**src/rtl/hc595_rx_monitor_if.sv**
```systemverilog
// Link bundle for the 74HC595 serial display link: shift clock, latch clock
// and serial data. The driver side owns the master modport; the receive
// monitor uses the slave modport.
interface hc595_rx_monitor_if;
   logic SRCLK;
   logic RCLK;
   logic SER;

   modport master (output SRCLK, output RCLK, output SER);
   modport slave  (input  SRCLK, input  RCLK, input  SER);
endinterface

```
**src/rtl/hc595_rx_monitor.sv**
```systemverilog
// Receive-side monitor for the 74HC595 display link.
// It synchronises SRCLK/RCLK/SER into clk, rebuilds each latched N-bit frame
// and flags frames that did not contain exactly N shifts.
// Optional feature macro HC595_RX_SEGDECODE_EN adds dig_bcd/seg_err, which
// decode each common-anode 7-segment byte of data_out back to BCD one cycle
// after the frame is latched.
module hc595_rx_monitor #(
   parameter int N = 32
) (
   input  logic                 clk,
   input  logic                 rst,
   hc595_rx_monitor_if.slave    link,
   output logic [N-1:0]         data_out,
   output logic                 frame_valid,
   output logic                 frame_err
`ifdef HC595_RX_SEGDECODE_EN
   ,
   output logic [4*(N/8)-1:0]   dig_bcd,
   output logic [N/8-1:0]       seg_err
`endif
);

   localparam int CW = $clog2(N) + 2;
   localparam int ND = N / 8;

   logic          srclk_meta_q, srclk_meta_d;
   logic          srclk_sync_q, srclk_sync_d;
   logic          srclk_hist_q, srclk_hist_d;
   logic          rclk_meta_q,  rclk_meta_d;
   logic          rclk_sync_q,  rclk_sync_d;
   logic          rclk_hist_q,  rclk_hist_d;
   logic          ser_meta_q,   ser_meta_d;
   logic          ser_sync_q,   ser_sync_d;

   logic [N-1:0]  shreg_q,       shreg_d;
   logic [CW-1:0] bit_cnt_q,     bit_cnt_d;
   logic [N-1:0]  data_out_q,    data_out_d;
   logic          frame_valid_q, frame_valid_d;
   logic          frame_err_q,   frame_err_d;

   logic          srclk_rise;
   logic          rclk_rise;

   // Two-flop synchronisers plus history flops for edge detection. SER is
   // taken from the same stage as SRCLK so data stays aligned with its clock.
   always_comb begin
      srclk_meta_d = link.SRCLK;
      srclk_sync_d = srclk_meta_q;
      srclk_hist_d = srclk_sync_q;
      rclk_meta_d  = link.RCLK;
      rclk_sync_d  = rclk_meta_q;
      rclk_hist_d  = rclk_sync_q;
      ser_meta_d   = link.SER;
      ser_sync_d   = ser_meta_q;
      srclk_rise   = srclk_sync_q & ~srclk_hist_q;
      rclk_rise    = rclk_sync_q & ~rclk_hist_q;
   end

   // Shift, count and latch. A latch always sees the pre-shift register and
   // count, so tied SRCLK/RCLK behaves like the real part: the coincident bit
   // belongs to the next frame and starts its count at 1.
   always_comb begin
      shreg_d       = shreg_q;
      bit_cnt_d     = bit_cnt_q;
      data_out_d    = data_out_q;
      frame_err_d   = frame_err_q;
      frame_valid_d = 1'b0;

      if (srclk_rise) begin
         shreg_d = {shreg_q[N-2:0], ser_sync_q};
      end

      if (rclk_rise) begin
         data_out_d    = shreg_q;
         frame_err_d   = (bit_cnt_q != CW'(N));
         frame_valid_d = 1'b1;
         bit_cnt_d     = srclk_rise ? CW'(1) : '0;
      end else if (srclk_rise && (bit_cnt_q != '1)) begin
         bit_cnt_d = bit_cnt_q + CW'(1);
      end
   end

   // State registers for synchronisers, shifter and latched frame.
   always_ff @(posedge clk or posedge rst) begin
      if (rst) begin
         srclk_meta_q  <= 1'b0;
         srclk_sync_q  <= 1'b0;
         srclk_hist_q  <= 1'b0;
         rclk_meta_q   <= 1'b0;
         rclk_sync_q   <= 1'b0;
         rclk_hist_q   <= 1'b0;
         ser_meta_q    <= 1'b0;
         ser_sync_q    <= 1'b0;
         shreg_q       <= '0;
         bit_cnt_q     <= '0;
         data_out_q    <= '0;
         frame_valid_q <= 1'b0;
         frame_err_q   <= 1'b0;
      end else begin
         srclk_meta_q  <= srclk_meta_d;
         srclk_sync_q  <= srclk_sync_d;
         srclk_hist_q  <= srclk_hist_d;
         rclk_meta_q   <= rclk_meta_d;
         rclk_sync_q   <= rclk_sync_d;
         rclk_hist_q   <= rclk_hist_d;
         ser_meta_q    <= ser_meta_d;
         ser_sync_q    <= ser_sync_d;
         shreg_q       <= shreg_d;
         bit_cnt_q     <= bit_cnt_d;
         data_out_q    <= data_out_d;
         frame_valid_q <= frame_valid_d;
         frame_err_q   <= frame_err_d;
      end
   end

   assign data_out    = data_out_q;
   assign frame_valid = frame_valid_q;
   assign frame_err   = frame_err_q;

`ifdef HC595_RX_SEGDECODE_EN
   logic [4*ND-1:0] dig_bcd_q, dig_bcd_d;
   logic [ND-1:0]   seg_err_q, seg_err_d;

   // Decode each active-low {dp,g,f,e,d,c,b,a} byte; dp is ignored and any
   // non-digit pattern yields 4'hF with its error flag set.
   always_comb begin
      logic [6:0] seg_v;
      dig_bcd_d = '0;
      seg_err_d = '0;
      seg_v     = '0;
      for (int k = 0; k < ND; k++) begin
         seg_v = data_out_q[N-2-8*k -: 7];
         case (seg_v)
            7'h40:   dig_bcd_d[4*k +: 4] = 4'd0;
            7'h79:   dig_bcd_d[4*k +: 4] = 4'd1;
            7'h24:   dig_bcd_d[4*k +: 4] = 4'd2;
            7'h30:   dig_bcd_d[4*k +: 4] = 4'd3;
            7'h19:   dig_bcd_d[4*k +: 4] = 4'd4;
            7'h12:   dig_bcd_d[4*k +: 4] = 4'd5;
            7'h02:   dig_bcd_d[4*k +: 4] = 4'd6;
            7'h78:   dig_bcd_d[4*k +: 4] = 4'd7;
            7'h00:   dig_bcd_d[4*k +: 4] = 4'd8;
            7'h10:   dig_bcd_d[4*k +: 4] = 4'd9;
            default: begin
               dig_bcd_d[4*k +: 4] = 4'hF;
               seg_err_d[k]        = 1'b1;
            end
         endcase
      end
   end

   // Decoded digits trail data_out by one clock.
   always_ff @(posedge clk or posedge rst) begin
      if (rst) begin
         dig_bcd_q <= '0;
         seg_err_q <= '0;
      end else begin
         dig_bcd_q <= dig_bcd_d;
         seg_err_q <= seg_err_d;
      end
   end

   assign dig_bcd = dig_bcd_q;
   assign seg_err = seg_err_q;
`endif

endmodule

```
**src/flat_wrapper.sv**
```systemverilog
// flat-port wrapper written by rule: the top's interface ports become plain ports
module hc595_rx_monitor_flat 
#(
   parameter int N = 32
)
  (clk, rst, data_out, frame_valid, frame_err, link_SRCLK, link_RCLK, link_SER);
  hc595_rx_monitor_if link_i ();
  input  logic clk;
  input  logic rst;
  output logic [N-1:0] data_out;
  output logic frame_valid;
  output logic frame_err;
  input wire logic [$bits(link_i.SRCLK)-1:0] link_SRCLK;
  input wire logic [$bits(link_i.RCLK)-1:0] link_RCLK;
  input wire logic [$bits(link_i.SER)-1:0] link_SER;
  assign link_i.SRCLK = link_SRCLK;
  assign link_i.RCLK = link_RCLK;
  assign link_i.SER = link_SER;
  hc595_rx_monitor #(.N(N)) u_core (.clk(clk), .rst(rst), .link(link_i), .data_out(data_out), .frame_valid(frame_valid), .frame_err(frame_err));
endmodule
```
**config.mk**
```make
export PLATFORM = sky130hd
export DESIGN_NAME = hc595_rx_monitor_flat
export DESIGN_NICKNAME = d
export VERILOG_FILES = /design/src/rtl/hc595_rx_monitor_if.sv /design/src/rtl/hc595_rx_monitor.sv /design/src/flat_wrapper.sv
export SDC_FILE = /design/constraint.sdc
export NUM_CORES = 1
export LEC_CHECK = 0
export BUFFER_PORTS_ARGS = -buffer_cell sky130_fd_sc_hd__buf_2
export CAP_MARGIN = 20
export CORE_AREA = 2 2 116 84
export DETAILED_ROUTE_END_ITERATION = 8
export DIE_AREA = 0 0 118 86
export SYNTH_ARGS = -nofsm -noshare
export SYNTH_HDL_FRONTEND = slang
export SYNTH_SLANG_ARGS = --single-unit
export TNS_END_PERCENT = 30
```
**constraint.sdc**
```tcl
create_clock -name clk -period 3.8 [get_ports clk]
set_input_delay 0.76 -clock clk [delete_from_list [all_inputs] [get_ports clk]]
set_output_delay 0.76 -clock clk [all_outputs]
set_load 0.02 [all_outputs]
```
==> flow_summary_export.csv <==
group,metric,value,unit
floorplanning,fp.dieArea,10100,um2
yosys,ys_seq_elements,81,
sta,setup-violations-final,0,
cts,hold_buffers,0,
cts,cts_made_buffers,9,
power,p_per_area,574,nW/um2
place,place_congestion,0.773,
detailed_routing,vias,2149,
cts,cts_root_buffer,"sky130_fd_sc_hd__clkbuf_16",
power,design_power_total,2170,uW
detailed_routing,detail_route.iter0.violations,111,
detailed_routing,routed_wl,5580,um
detailed_routing,final_antenna_net_count,0,
floorplanning,start_util,0.345,
global_routing,grt_pass1_wl,10000,um
sta,post-route-period-util,0.502,
worst_setup_path,critical_path_peak_fanout,34,
cts,clock_tree.htree_level_count,3,
final_layout,mostFrequentLayoutCell,"sky130_fd_sc_hd__nand2_1",
global_routing,globalRouteOverflowTotal,0,
sta,post-route-min-period,1.91,ns
floorplanning,top_level_ports,39,
floorplanning,die_w,118,um
worst_setup_path,setup.worst_path.class,"flip-flop to flip-flop",
sta,finClkSkew,0.00489,ns
global_routing,antenna_found_initial,0,
final_layout,layout-area-overhead-vs-synth,22.4,%
yosys,postSynth.topFlopCell,"sky130_fd_sc_hd__dfrtp_1",
floorplanning,area_of_the_core,8960,um2
power,power.ir.vdd_worst,409,uV
sta,fin_setup_tns,0,ns
yosys,synth.cell_area,3090,um2
worst_setup_path,critPathRequiredTime,4.01,ns
cts,tritoncts,"built",
run_status,status,"completed",
sta,max_freq,524,MHz
place,placement.io_buffers,38,
final_layout,finalInstanceArea,3780,um2
hold_path,hold_path.class,"flip-flop to flip-flop",
yosys,synth_net_count,336,
global_routing,first_global_vias,2089,
global_routing,grt_start_max_net_pins,63,
run,drv.max_cap_violation_count,0,
yosys,synth_area_per_cell,9.39,um2
cts,clk_pin_slew_worst_paths,0.06,ns
sta,setup_repair_after_global_routing_missed_its_margin,"no",
yosys,synth-warning-count,0,
detailed_routing,firstDrtPassIters,4,
place,dp_hpwl,3410,um
global_routing,grt_usage,0.127,
cts,cts_resized,0,
sta,timing_max_transition_violations_final,0,
cts,clkLatencyLatePin,0.33,ns
yosys,synth_sequential_area_ratio,0.656,
final_layout,antenna-diode-count,0,
floorplanning,die_h,86,um
sta,finalHoldViolations,0,
floorplanning,placement_rows,29,
cts,postCtsSetupBuffers,0,
yosys,count_of_flip_flops_with_a_built_in_enable_after_synthesis,0,
worst_setup_path,worst-endpoint-arrival,2.11,ns
worst_setup_path,critical_path.endpoint_type,"flip-flop",
final_layout,post_route_cells_drive_above_1_share,0.174,
yosys,async_reset_ff_frac,1.00,
sta,worstMarginPinSlew,0.483,ns
detailed_routing,drt-wirelength-per-cell,11.2,um
yosys,netlist-cell-type-count,28,
power,cellLeakagePower,0.00213,uW
worst_setup_path,worstSetupStartpointType,"flip-flop",
detailed_routing,drcViolationCount,0,
final_layout,layout.filler_cells,888,
cts,numClockSinks,81,
final_layout,nNetsFinal,375,
cts,ctsLongestPathBuffers,2,
yosys,netlist_instances,329,
place,placement.cell_area,3390,um2
final_layout,mostFrequentLayoutCells,"sky130_fd_sc_hd__nand2_1, sky130_fd_sc_hd__dfrtp_1, sky130_fd_sc_hd__buf_2",
sta,maxSlewHeadroom,0.678,
detailed_routing,routed_via_density,4.32,
-- cells in the mapped netlist (2+ instances only) --
library cell	instances	area, um2
sky130_fd_sc_hd__clkbuf_1	9	33.8
sky130_fd_sc_hd__inv_1	3	11.3
sky130_fd_sc_hd__buf_2	6	30.0
sky130_fd_sc_hd__dfrtp_1	81	2030
sky130_fd_sc_hd__xor2_1	3	26.3
sky130_fd_sc_hd__nand3_1	2	10.0
sky130_fd_sc_hd__nor2_1	9	33.8
sky130_fd_sc_hd__nand2_1	195	732
sky130_fd_sc_hd__ha_1	2	25.0
-- logic make-up (layout without fill, tap and decap cells) --
logic type | count (synthesis) | count (layout) | synth area share
AO/OA/AOI/OAI | 7 | 7 | 0.0203
XOR/XNOR | 3 | 3 | 0.00851
adder cells (fa/ha/maj) | 2 | 2 | 0.00810
buffers and inverters | 20 | 64 | 0.0292
flip-flops | 81 | 81 | 0.656
multiplexers | 1 | 1 | 0.00324
AND/OR/NAND/NOR | 215 | 215 | 0.274
-- report_power, final --
part | total (uW) | leakage, uW | internal (uW) | switching, uW
registers | 989 | 0.00109 | 939 | 50.5
logic | 204 | 0.000872 | 67.4 | 136
clock network | 979 | 0.000172 | 655 | 324
total | 2170 | 0.00213 | 1660 | 510
-- state kept, by name (all words and copies together), names as in the netlist --
register	cells
u_core.data_out	32
u_core.shreg_q	32
u_core.bit_cnt_q	7
u_core.frame_err	1
u_core.frame_valid	1
u_core.rclk_hist_d	1
u_core.rclk_hist_q	1
u_core.rclk_meta_q	1
u_core.ser_meta_q	1
u_core.ser_sync_q	1
u_core.srclk_hist_d	1
u_core.srclk_hist_q	1
u_core.srclk_meta_q	1
-- per-layer routing --
metal,global-route usage,part of all wire,up-vias
met4,0.0460,0.015,0
li1,-,-,1084
met1,0.172,0.52,1014
met3,0.0525,0.046,10
met5,0,0,-
met2,0.183,0.42,41
-- worst max-delay path: stages, from the launching register on --
cell,delay (ns)
sky130_fd_sc_hd__dfrtp_1,0.37
sky130_fd_sc_hd__nand2b_1,0.07
sky130_fd_sc_hd__buf_4,0.33
sky130_fd_sc_hd__clkinv_1,0.41
sky130_fd_sc_hd__buf_4,0.37
sky130_fd_sc_hd__nand2_1,0.11
sky130_fd_sc_hd__o311ai_1,0.09
-- worst paths after layout --
kind	end	start	cells after the start	slack, ns
max	u_core.bit_cnt_q[0]$_DFFE_PP0P_	u_core.rclk_hist_d$_DFF_PP0_	6	1.89
min	u_core.ser_sync_q$_DFF_PP0_	u_core.ser_meta_q$_DFF_PP0_	0	0.35
max reg2reg	u_core.bit_cnt_q[0]$_DFFE_PP0P_	u_core.rclk_hist_d$_DFF_PP0_	6	1.89
min reg2reg	u_core.ser_sync_q$_DFF_PP0_	u_core.ser_meta_q$_DFF_PP0_	0	0.35
max in group asynchronous	u_core.shreg_q[31]$_DFFE_PP0P_	rst	4	2.58
min in group asynchronous	u_core.data_out[1]$_DFFE_PP0P_	rst	2	0.37
-- per-stage QoR --
stage                     utilization  setup slack, ns  hold slack (ns)  std cells
after detailed placement        0.378             1.86            0.335        479
after floorplan                     -            0.960            0.331        329
final                           0.422             1.89            0.347        497
after CTS                       0.417             1.83            0.348        495
after global routing            0.422             1.69            0.368        497
after global placement          0.378             1.91            0.334        479
-- cell type report --
type / instances / area (um2) / area share
clock inverters: 6 / 105 / 0.0278
multi-input cells: 228 / 971 / 0.257
clock buffers: 10 / 239 / 0.0632
inverters: 4 / 16.3 / 0.00430
flip-flops and latches: 81 / 2030 / 0.536
repair buffers: 44 / 268 / 0.0708
well taps: 124 / 155 / 0.0410
Power figures use the tool's default switching activity.
